**src/rtl/seven_seg_pkg.sv**
```systemverilog
// Shared constants for the seven-segment display blocks: digit count,
// hex segment table (active-high {g..a}) and active-low "off" levels.
package seven_seg_pkg;

    localparam int unsigned NUM_DIGITS = 8;

    localparam logic [6:0] SEG_TABLE [16] = '{
        7'h3F, 7'h06, 7'h5B, 7'h4F, 7'h66, 7'h6D, 7'h7D, 7'h07,
        7'h7F, 7'h6F, 7'h77, 7'h7C, 7'h39, 7'h5E, 7'h79, 7'h71
    };

    localparam logic [NUM_DIGITS-1:0] AN_ALL_OFF  = '1;
    localparam logic [6:0]            CAT_ALL_OFF = '1;
    localparam logic                  DP_OFF      = 1'b1;

    typedef enum logic {
        ST_INIT,
        ST_RUN
    } scan_state_t;

endpackage

```
**src/rtl/bin_to_seven_seg.sv**
```systemverilog
// Hex nibble to active-high seven-segment pattern {g,f,e,d,c,b,a}.
module bin_to_seven_seg
    import seven_seg_pkg::*;
(
    input  logic [3:0] bin_in,
    output logic [6:0] seg_out
);

    assign seg_out = SEG_TABLE[bin_in];

endmodule

```
**src/rtl/seven_seg_scanner.sv**
```systemverilog
// 8-digit time-multiplexed seven-segment driver with per-frame input capture,
// leading-zero blanking and registered active-low pin outputs.
module seven_seg_scanner
    import seven_seg_pkg::*;
#(
    parameter int unsigned COUNT_PERIOD = 100000
) (
    input  logic        clk_in,
    input  logic        rst_in,
    input  logic [31:0] val_in,
    input  logic [7:0]  dp_in,
    input  logic [7:0]  en_in,
    input  logic        blank_lz_in,
    output logic [6:0]  cat_out,
    output logic        dp_out,
    output logic [7:0]  an_out,
    output logic        frame_out
);

    localparam int unsigned   PW        = (COUNT_PERIOD > 1) ? $clog2(COUNT_PERIOD) : 1;
    localparam logic [PW-1:0] PCNT_LAST = PW'(COUNT_PERIOD - 1);

    scan_state_t r_state, w_state_next;

    logic [PW-1:0] r_pcnt;
    logic [2:0]    r_idx;
    logic [31:0]   r_val_sh;
    logic [7:0]    r_dp_sh;
    logic [7:0]    r_en_sh;
    logic          r_blz_sh;

    logic [7:0]    r_an;
    logic [6:0]    r_cat;
    logic          r_dpo;
    logic          r_frame;

    logic          w_tc;
    logic          w_fb;
    logic          w_blanked;
    logic          w_visible;
    logic [3:0]    w_nibble;
    logic [6:0]    w_seg;

    assign w_tc = (r_pcnt == PCNT_LAST);

    always_ff @(posedge clk_in) begin
        if (rst_in) begin
            r_state <= ST_INIT;
        end else begin
            r_state <= w_state_next;
        end
    end

    // ST_INIT marks the first non-reset cycle, which opens a frame unconditionally.
    always_comb begin
        w_state_next = r_state;
        w_fb         = 1'b0;
        unique case (r_state)
            ST_INIT: begin
                w_fb         = 1'b1;
                w_state_next = ST_RUN;
            end
            ST_RUN: begin
                w_fb = w_tc && (r_idx == 3'd7);
            end
        endcase
    end

    always_ff @(posedge clk_in) begin
        if (rst_in) begin
            r_pcnt   <= '0;
            r_idx    <= '0;
            r_val_sh <= '0;
            r_dp_sh  <= '0;
            r_en_sh  <= '0;
            r_blz_sh <= 1'b0;
            r_frame  <= 1'b0;
        end else if (w_fb) begin
            r_pcnt   <= '0;
            r_idx    <= '0;
            r_val_sh <= val_in;
            r_dp_sh  <= dp_in;
            r_en_sh  <= en_in;
            r_blz_sh <= blank_lz_in;
            r_frame  <= 1'b1;
        end else begin
            r_frame <= 1'b0;
            if (w_tc) begin
                r_pcnt <= '0;
                r_idx  <= r_idx + 3'd1;
            end else begin
                r_pcnt <= r_pcnt + PW'(1);
            end
        end
    end

    // A digit is a leading zero when it and every nibble above it are zero.
    assign w_nibble  = r_val_sh[{r_idx, 2'b00} +: 4];
    assign w_blanked = r_blz_sh && (r_idx != 3'd0) && ((r_val_sh >> {r_idx, 2'b00}) == '0);
    assign w_visible = r_en_sh[r_idx] && !w_blanked;

    bin_to_seven_seg u_seg (
        .bin_in  (w_nibble),
        .seg_out (w_seg)
    );

    always_ff @(posedge clk_in) begin
        if (rst_in) begin
            r_an  <= AN_ALL_OFF;
            r_cat <= CAT_ALL_OFF;
            r_dpo <= DP_OFF;
        end else if (w_visible) begin
            r_an  <= ~(8'b1 << r_idx);
            r_cat <= ~w_seg;
            r_dpo <= ~r_dp_sh[r_idx];
        end else begin
            r_an  <= AN_ALL_OFF;
            r_cat <= CAT_ALL_OFF;
            r_dpo <= DP_OFF;
        end
    end

    assign an_out    = r_an;
    assign cat_out   = r_cat;
    assign dp_out    = r_dpo;
    assign frame_out = r_frame;

endmodule

```
**config.mk**
```make
export PLATFORM = sky130hd
export DESIGN_NAME = seven_seg_scanner
export DESIGN_NICKNAME = d
export VERILOG_FILES = /design/src/rtl/seven_seg_pkg.sv /design/src/rtl/bin_to_seven_seg.sv /design/src/rtl/seven_seg_scanner.sv
export SDC_FILE = /design/constraint.sdc
export NUM_CORES = 1
export LEC_CHECK = 0
export BUFFER_PORTS_ARGS = -buffer_cell sky130_fd_sc_hd__buf_2
export CELL_PAD_IN_SITES_DETAIL_PLACEMENT = 0
export CELL_PAD_IN_SITES_GLOBAL_PLACEMENT = 1
export CORE_ASPECT_RATIO = 2
export CORE_MARGIN = 10
export CORE_UTILIZATION = 43
export CTS_CLUSTER_DIAMETER = 80
export DETAILED_ROUTE_END_ITERATION = 12
export PLACE_DENSITY = 0.86
export SLEW_MARGIN = 10
export SYNTH_ARGS = -nofsm -noshare
export SYNTH_HDL_FRONTEND = slang
export SYNTH_SLANG_ARGS = --single-unit
```
**constraint.sdc**
```tcl
create_clock -name clk_in -period 3.9 [get_ports clk_in]
set_input_delay 0.39 -clock clk_in [delete_from_list [all_inputs] [get_ports clk_in]]
set_output_delay 0.39 -clock clk_in [all_outputs]
set_load 0.005 [all_outputs]
```
# Word-level counts from Yosys, hierarchy flattened

Memory sizes are Yosys's and may differ from the RTL's.
Index checks and enable logic that the tools add are counted.

Bitwise gates (word level): 6
Reduce and logical (&&, ||, !) cells: 10
$add $sub $neg: 2
Magnitude comparators: 2
Shift operators: 3
Muxes and demuxes: 9
Equal/unequal tests: 2

Operators by type and width:

| kind                                                        | count |
|---|---|
| logical NOT 32 bit                                          | 1 |
| variable part select 32 x 6 -> 4 bit                        | 1 |
| >> shifter 32 x 5 -> 32 bit                                 | 1 |
| adder 17 x 1 -> 17 bit (second input constant)              | 1 |
| equality test 17 bit (second input constant)                | 1 |
| 2-to-1 mux 7 bit                                            | 2 |
| inverter 8 bit                                              | 1 |
| left shift 1 x 3 -> 8 bit (first input constant)            | 1 |
| inverter 7 bit                                              | 1 |
| binary-select mux 1 bit (select 3 bit)                      | 2 |
| greater-or-equal comparator 5 bit (second input constant)   | 1 |
| inverter 4 -> 5 bit                                         | 1 |
| logical AND 1 bit                                           | 4 |
| less-than comparator 3 x 4 -> 1 bit (second input constant) | 1 |
| 2-to-1 mux 1 bit                                            | 4 |
| OR reduction 2 bit                                          | 2 |
| adder 3 x 1 -> 3 bit (second input constant)                | 1 |
| equality test 3 bit (second input constant)                 | 1 |
| inverter 1 bit                                              | 3 |
| nonzero test 3 bit                                          | 1 |
| OR reduction 3 bit                                          | 1 |
| case mux 1 bit (2 select lines)                             | 1 |
| logical NOT 1 bit                                           | 1 |

Register bits after elaboration: 87
Logic and storage cells: 46
Memories kept: 1
Bits of input ports: 51
Output and inout bits: 17
ROM bits: 112

Memory list:

| name            | words | bits a word | rd ports | clocked after Yosys merged registers in | wr ports | line                  | text |
|---|---|---|---|---|---|---|---|
| (no name shown) | 16    | 7           | 1        | 0                                       | 0        | bin_to_seven_seg.sv:9 | `assign seg_out = SEG_TABLE[bin_in];` |

# Logic depth before layout (Yosys ltp)

Gate-level depths: netlist of the first run.

Depth after elaboration: 7
Gate-level depth with buffers: 12
Gate-level depth less buffers: 8

# Modules after synthesis

A second synthesis of the first run with hierarchy kept.

Cell total of the unflattened synthesis: 370
Area, all modules: 3,881.2 µm²

By module, submodules not included:

| module            | area an instance (µm²) | cells each | instances |
|---|---|---|---|
| seven_seg_scanner | 3,590.9                | 337        | 1 |
| bin_to_seven_seg  | 290.3                  | 33         | 1 |

# Worst setup path after synthesis of the first run

No wires, ideal clock.

Path kind: register -> register
Start: register r_idx[1]
End: register r_an[3] (netlist: an_out[3])
Cell stages (with the launch flop): 13
Library setup time: 0.067 ns
Path slack: 1.076 ns
Buffers on the path: 5
Period minus slack after synthesis: 2.824 ns
Arrival: 2.756 ns
Cell sequence: dfxtp_1 buf_6 buf_12 buf_2 buf_2 mux4_2 mux2i_1 ha_1 nand2_1 a2111oi_2 a221oi_4 buf_6 o21ai_2

Word-level cells in the longest chain between the ends: 7
Elaborated cells between the ends (all ways): 13
Classes of those cells: 2 x shift; 2 x mux; 2 x bitwise; 7 x reduce/logical

Ends and longest elaborated chain:

| what                                                              | line                     | text |
|---|---|---|
| start: declaration                                                | seven_seg_scanner.sv:26  | `logic [2:0] r_idx;` |
| start signal: assignment                                          | seven_seg_scanner.sv:90  | `r_idx <= r_idx + 3'd1;` |
| >> shifter 32 x 5 -> 32 bit or nonzero test 3 bit (tied branches) | seven_seg_scanner.sv:99  | `assign w_blanked = r_blz_sh && (r_idx != 3'd0) && ((r_val_sh >> {r_idx, 2'b00}) == '0);` |
| logical NOT 32 bit or logical AND 1 bit (tied branches)           | seven_seg_scanner.sv:99  |  |
| logical AND 1 bit                                                 | seven_seg_scanner.sv:99  |  |
| logical NOT 1 bit                                                 | seven_seg_scanner.sv:100 | `assign w_visible = r_en_sh[r_idx] && !w_blanked;` |
| logical AND 1 bit                                                 | seven_seg_scanner.sv:100 |  |
| inverter 1 bit (no source line)                                   | --                       |  |
| OR reduction 2 bit (no source line)                               | --                       |  |
| end signal: assignment                                            | seven_seg_scanner.sv:113 | `r_an <= ~(8'b1 << r_idx);` |
| end: declaration                                                  | seven_seg_scanner.sv:32  | `logic [7:0] r_an;` |

Several ways; a longest one is shown, not always the timed one. The select of a mux whose other input is x is not followed.
A chain may end at the register's enable or synchronous reset.

# Worst setup path in the final report of the first run

Start: register r_idx[1]
End: register r_cat[1] (netlist: cat_out[1])

Word-level cells in the longest chain between the ends: 7
Elaborated cells between the ends (all ways): 17
Classes of those cells: 2 x shift; 4 x mux; 3 x bitwise; 7 x reduce/logical; 1 x memory

Ends and longest elaborated chain:

| what                                                             | line                     | text |
|---|---|---|
| branches (longest 7 deep; another with memory read (16 x 7 bit)) | --                       |  |
| end signal: assignment                                           | seven_seg_scanner.sv:114 | `r_cat <= ~w_seg;` |
| end: declaration                                                 | seven_seg_scanner.sv:33  | `logic [6:0] r_cat;` |

Parallel ways; which one is timed is not known. The select of a mux whose other input is x is not followed.

==> summary.txt, run 1 <==
initial antenna violation count - 0
Post-Synthesis Cell Area - 3835 sq um
initial DRC count - 272
kind of path behind the tightest hold check - primary input to flip-flop
smallest hold slack - 257.3 ps
Slew HR - 39.81%
Syn Area/Cell - 10.48 sq um
Synth top area share - 45.42%
Total Wirelength - 10080 um
n_diodes - 0
port bufs - 67
drt pass-1 iters - 4
routability cong. - 0.8603
Switching Share - 23.09%
Clock power frac - 47.0%
post-layout min period - 3298 ps
area grow syn2layout - 18.96%
Routed Antenna Nets - 0
most common cell in the netlist - dfxtp_1
Final Setup Violations - 0
CP max-delay cell - dfxtp_1
Setup crit end kind - flip-flop
post-CTS sizing - 0
CTS Buf Count - 9
power density cells - 470.0 nW/um^2
CP Cell Sequence - buf_4, mux4_2, mux2i_1, ha_1, nand2_1, a2111oi_2, a221oi_4, o221ai_1
Comb power frac - 8.2%
maximum fanout along the worst path - 22
WP data required - 4160 ps
synth unique cells - 47
Static Leak - 0.001812 uW
drt wl/cell - 19.02 um
Seq pwr share - 44.7%
status - complete, no violations
VDD IR max - 0.2422 mV
Post-synth top flop - dfxtp_1
Boundary Pins - 68
Net Switching - 495.0 uW
Mapped Cells - 366
register area share after synthesis - 45.42%
cell count of the worst reg-to-reg path - 8
crit share post-route - 84.55%
Int Power - 1649 uW
Initial Util - 44.34%
Final Hold Fails - 0
Core ar. - 8648 sq um
Die X - 86.78 um
GR Overflow Total - 0
Synth area leaders - dfxtp_1 45%, a22o_1 11%, mux4_2 5.9%, ha_1 3.9%, mux2i_1 3.4%
Tot GR Track Use - 15.52%
number of synthesized flops with an enable pin - 0
largest net degree at the start of global routing - 50
first-pass GRT wire length - 16290 um
Final Net Count - 488
vias in the first global route - 3224
Least-Margin Pin Slew - 902.8 ps
CTS hold repair buffers - 0
area leader, netlist - dfxtp_1
Ys Warns - 0
Max Cap Violations - 0
Root Buffer - clkbuf_16
#FFs+latches synth - 87
Die H - 153.6 um
Worst-path clk slew - 70 ps
Rows - 48
top post-synthesis cells by count - 87 x dfxtp_1, 49 x a22o_1, 33 x nor2_1
Final Slew Violations - 0
Post-synth ARST share - 0%
CTS HTree Levels - 3
CP max stage delay - 910 ps
RSZ-0062 raised after global routing - no
Clock Skew - 7.574 ps
drt drc - 0
clk buf depth - 2
final setup TNS - 0 ps
Hold Crit Depth - 2
Total Power - 2144 uW
worst-skew pair later-pin latency - 350 ps
Via density - 5.779
DR vias - 3063
clk sinks - 87
post-DP HPWL - 7699 um
syn nets - 429
CTS tree - built
crit start category - flip-flop
die area - 13320 sq um
crit path DAT - 3560 ps
layout cells sized above 1 - 26.98%
crit path kind - flip-flop to flip-flop
Max Clk Rate - 0.3033 GHz
total setup buffers inserted after CTS - 0
critical path: cells and delay by family (launching register included):
kind	cells	cell delay (ps)
multiplexers	2	740
flip-flops	1	910
buffers and inverters	1	300
AO/OA/AOI/OAI	3	930
AND/OR/NAND/NOR	1	70
adder cells (fa/ha/maj)	1	270
through the flow:
step,setup WS (ps),std cells,area [sq um],utilization (%)
2_1_floorplan,1076,366,3835,-
3_3_place_gp,765.5,514,4208,48.65
3_5_place_dp,607.0,514,4208,48.65
4_1_cts,618.5,530,4562,52.75
5_1_grt,282.3,530,4562,52.75
6_report,602.5,530,4562,52.75
placed cells by master (no fill, tap or decap), types with 3 or more instances in the layout:
master and count:
a21oi_1 7, a22o_1 49, a22oi_1 4, and3_1 5, buf_2 67, buf_4 7, bufinv_16 3, clkbuf_16 9
dfxtp_1 87, ha_1 12, inv_1 9, mux2i_1 13, mux4_2 10, nand2_1 21, nand3_1 8, nand3_2 3
nand4_1 3, nor2_1 33, nor3_1 10, nor4_1 3, o211ai_1 6, o21ai_0 6, o21ai_2 7, xnor2_1 5
xor2_1 11
metal layers:
layer / track usage, % / part of all wire [%] / vias up
li1: - / - / 1471
met1: 15.01 / 35 / 1459
met2: 27.17 / 54 / 99
met3: 5.132 / 5.0 / 34
met4: 9.310 / 5.4 / 0
met5: 0 / 0 / -
flip-flops by register name, summed over array words and instances (netlist names):
signal	count
frame_out	1
r_pcnt	17
an_out	8
cat_out	7
r_en_sh	8
dp_out	1
r_dp_sh	8
r_blz_sh	1
r_idx	3
r_state	1
r_val_sh	32
power groups by stage:
stage | logic, uW | clock network, uW | registers, uW
2_1_floorplan | 113 | 0 | 966
3_3_place_gp | 171 | 0 | 978
3_5_place_dp | 176 | 0 | 978
4_1_cts | 177 | 1020 | 958
5_1_grt | 195 | 1060 | 962
6_report | 176 | 1010 | 959
final timing paths:
path                        to  startpoint  slack (ps)
setup / recovery    cat_out[1]    r_idx[1]         600
hold / removal    r_val_sh[18]  val_in[18]         260
setup reg to reg    cat_out[1]    r_idx[1]         600
hold reg to reg      r_pcnt[0]   r_pcnt[0]         470
area by class of cell:
| type | instances | area (sq um) |
|---|---|---|
| Tap cell | 100 | 125.1 |
| Fill cell | 825 | 4086 |
| Clock buffer | 9 | 225.2 |
| Sequential cell | 87 | 1742 |
| Multi-Input combinational cell | 244 | 1919 |
| Timing Repair Buffer | 74 | 387.9 |
| Clock inverter | 7 | 128.9 |
| Inverter | 9 | 33.78 |
kinds of logic (layout without fill, tap and decap cells):
kind of cell,after synthesis,count (layout),share of synthesized area [%]
fa+ha+maj,12,12,3.915
simple gates,95,95,12.01
flops,87,87,45.42
compound gates,97,97,20.62
mux,24,24,9.560
buf+inv,35,99,4.829
xor+xnor,16,16,3.654
No activity file was read; power rests on OpenSTA's default activity.
==> inputs of run 2 (changes only) <==
CORE_UTILIZATION = 39   (was 43)
PLACE_DENSITY = 0.82   (was 0.86)
clock period = 2.79 ns   (was 3.9 ns; I/O delays follow)
==> run 2 against run 1 <==
Compared with the run above: setup slack got worse by 320 ps; clock skew increased by 0.54 ps; die area increased by 8.4%; clock power increased by 13%; flip-flop and latch count unchanged; sequential share of layout area decreased by 0.46 points; power increased by 28%; critical path depth decreased by 1; sequential power increased by 40%.
==> summary.txt, run 2 (same netlist as run 1, synthesis figures left out) <==
max reg flops - 32 (unchanged)
drt pass-1 iters - 4 (unchanged)
Max Cap Violations - 0 (unchanged)
commonest non-fill, non-tap cells in the layout - 86 x dfxtp_1, 67 x buf_2, 49 x a22o_1
area occupied by multi-input gates - 1923 sq um (+0.20%)
Final Setup Violations - 0 (unchanged)
register area - 1743 sq um (about the same)
Switching Share - 22.05% (-1.0 points)
layout cells sized above 1 - 28.08% (+1.1 points)
placed cell count - 556 (+8.2%)
Routed Antenna Nets - 0 (unchanged)
Int Power - 2131 uW (+29%)
largest registers - r_val_sh x32, r_pcnt x17
first-pass GRT wire length - 15950 um (-2.1%)
Rows - 51 (+6.3%)
Total Wirelength - 9715 um (-3.6%)
crit path DAT - 2690 ps (-870 ps)
non-filler cells, final - 570 (+7.5%)
commonest non-fill, non-tap cell in the layout - dfxtp_1
kind of path behind the tightest hold check - primary input to flip-flop
VDD IR max - 0.4280 mV (+77%)
CTS HTree Levels - 3 (unchanged)
CTS tree - built
final setup TNS - 0 ps (unchanged)
die area - 14440 sq um (+8.4%)
post-CTS sizing - 0 (unchanged)
Clock power frac - 41.8% (-5.2 points)
Initial Util - 39.54% (-4.8 points)
Root Buffer - clkbuf_16
n_diodes - 0 (unchanged)
routability cong. - 0.8746 (+1.7%)
maximum fanout along the worst path - 26 (+18%)
Slew HR - 40.19% (+0.38 points)
Die H - 160.2 um (+4.4%)
post-DP HPWL - 7491 um (-2.7%)
final instance area - 4621 sq um (+1.3%)
Comb power frac - 9.2% (+1.0 points)
initial antenna violation count - 0 (unchanged)
Clock Skew - 8.111 ps (+0.5372 ps)
crit path kind - flip-flop to flip-flop
CTS Buf Count - 9 (unchanged)
Final Hold Fails - 0 (unchanged)
GR Overflow Total - 0 (unchanged)
Via density - 5.282 (-8.6%)
power density cells - 591.6 nW/um^2 (+26%)
RSZ-0062 raised after global routing - no
Net Switching - 602.8 uW (+22%)
port bufs - 67 (unchanged)
Tot GR Track Use - 13.58% (-1.9 points)
initial DRC count - 147 (-46%)
largest net degree at the start of global routing - 33 (-34%)
register-to-register setup slack - 280 ps (-320 ps)
Setup crit end kind - flip-flop
drt drc - 0 (unchanged)
Worst-path clk slew - 60 ps (about the same)
clk sinks - 87 (unchanged)
Core ar. - 9699 sq um (+12%)
fill cell count - 946 (+15%)
WP data required - 2970 ps (-1190 ps)
area grow syn2layout - 20.49%
cell count of the worst reg-to-reg path - 7 (-1)
Die X - 90.12 um (+3.9%)
Final Slew Violations - 0 (unchanged)
Boundary Pins - 68 (unchanged)
Static Leak - 0.001823 uW (+0.59%)
Reg with most FFs - r_val_sh
post-layout min period - 2510 ps (-787.9 ps)
crit start category - flip-flop
CTS hold repair buffers - 0 (unchanged)
drt wl/cell - 17.04 um (-10%)
status - complete, no violations
vias in the first global route - 3155 (-2.1%)
clk buf depth - 2 (unchanged)
crit share post-route - 89.95% (+5.4 points)
Final Net Count - 498 (+2.0%)
Placed Area - 4339 sq um (+3.1%)
worst-skew pair later-pin latency - 340 ps (about the same)
Max Clk Rate - 0.3985 GHz (+31%)
Hold Crit Depth - 2 (unchanged)
utilization after layout - 47.64% (-5.1 points)
Seq pwr share - 49.0% (+4.3 points)
Least-Margin Pin Slew - 897.1 ps (-5.694 ps)
total setup buffers inserted after CTS - 0 (unchanged)
smallest hold slack - 156.7 ps (-100.6 ps)
DR vias - 3011 (-1.7%)
run 2: changes by cell type in the layout (fill, tap and decap cells not counted):
cell and delta:
buf_12 +1, buf_4 +9, bufinv_16 -2, clkbuf_1 +3, clkbuf_8 +1, clkinv_4 -1
clkinvlp_4 -1, dfxtp_1 -1, dfxtp_2 +1, inv_8 -2, mux2i_1 -1, mux2i_2 +1
run 2: power groups by stage:
stage | clock, uW | sequential (uW) | combinational (uW)
final | 1140 | 1340 | 251
after global routing | 1220 | 1340 | 276
after CTS | 1170 | 1340 | 253
after detailed placement | 0 | 1360 | 252
after global placement | 0 | 1360 | 248
after floorplan | 0 | 1350 | 159
run 2: critical path: stages (launching register included):
cell and delay, ps:
dfxtp_1 370, buf_12 190, mux2i_1 110, mux4_2 510
nand2_2 100, a21oi_2 50, a221oi_4 780, o221ai_1 240
run 2: path summary, 6_finish.rpt:
check | startpoint | endpoint
hold reg to reg | r_en_sh[2] | r_en_sh[2]
setup reg to reg | r_idx[1] | cat_out[1]
setup / recovery | r_idx[1] | cat_out[1]
hold / removal | dp_in[5] | r_dp_sh[5]
run 2: per-stage QoR:
stage / setup WS, ps / total power, uW
final: 280.4 / 2734
after global routing: 51.12 / 2842
after CTS: 98.01 / 2759
after detailed placement: 96.26 / 1616
after global placement: 196.5 / 1613
after floorplan: 45.48 / 1510
run 2: metal layers:
metal  up-vias  share of wire [%]  global-route usage [%]  wire (um)
met1      1422                 40                   14.32       3910
met2        76                 52                   23.84       5009
met4         0                3.1                   6.914        303
li1       1489                  -                       -          -
met3        24                5.1                   3.897        491
met5         -                  0                       0          0
run 2: area by class of cell:
cell class | count | area share [%]
Multi-Input combinational cell | 244 | 41.62
Timing Repair Buffer | 84 | 10.29
Clock buffer | 13 | 5.416
Clock inverter | 1 | 0.6499
Inverter | 9 | 0.7311
Tap cell | 132 | 3.574
Sequential cell | 87 | 37.72
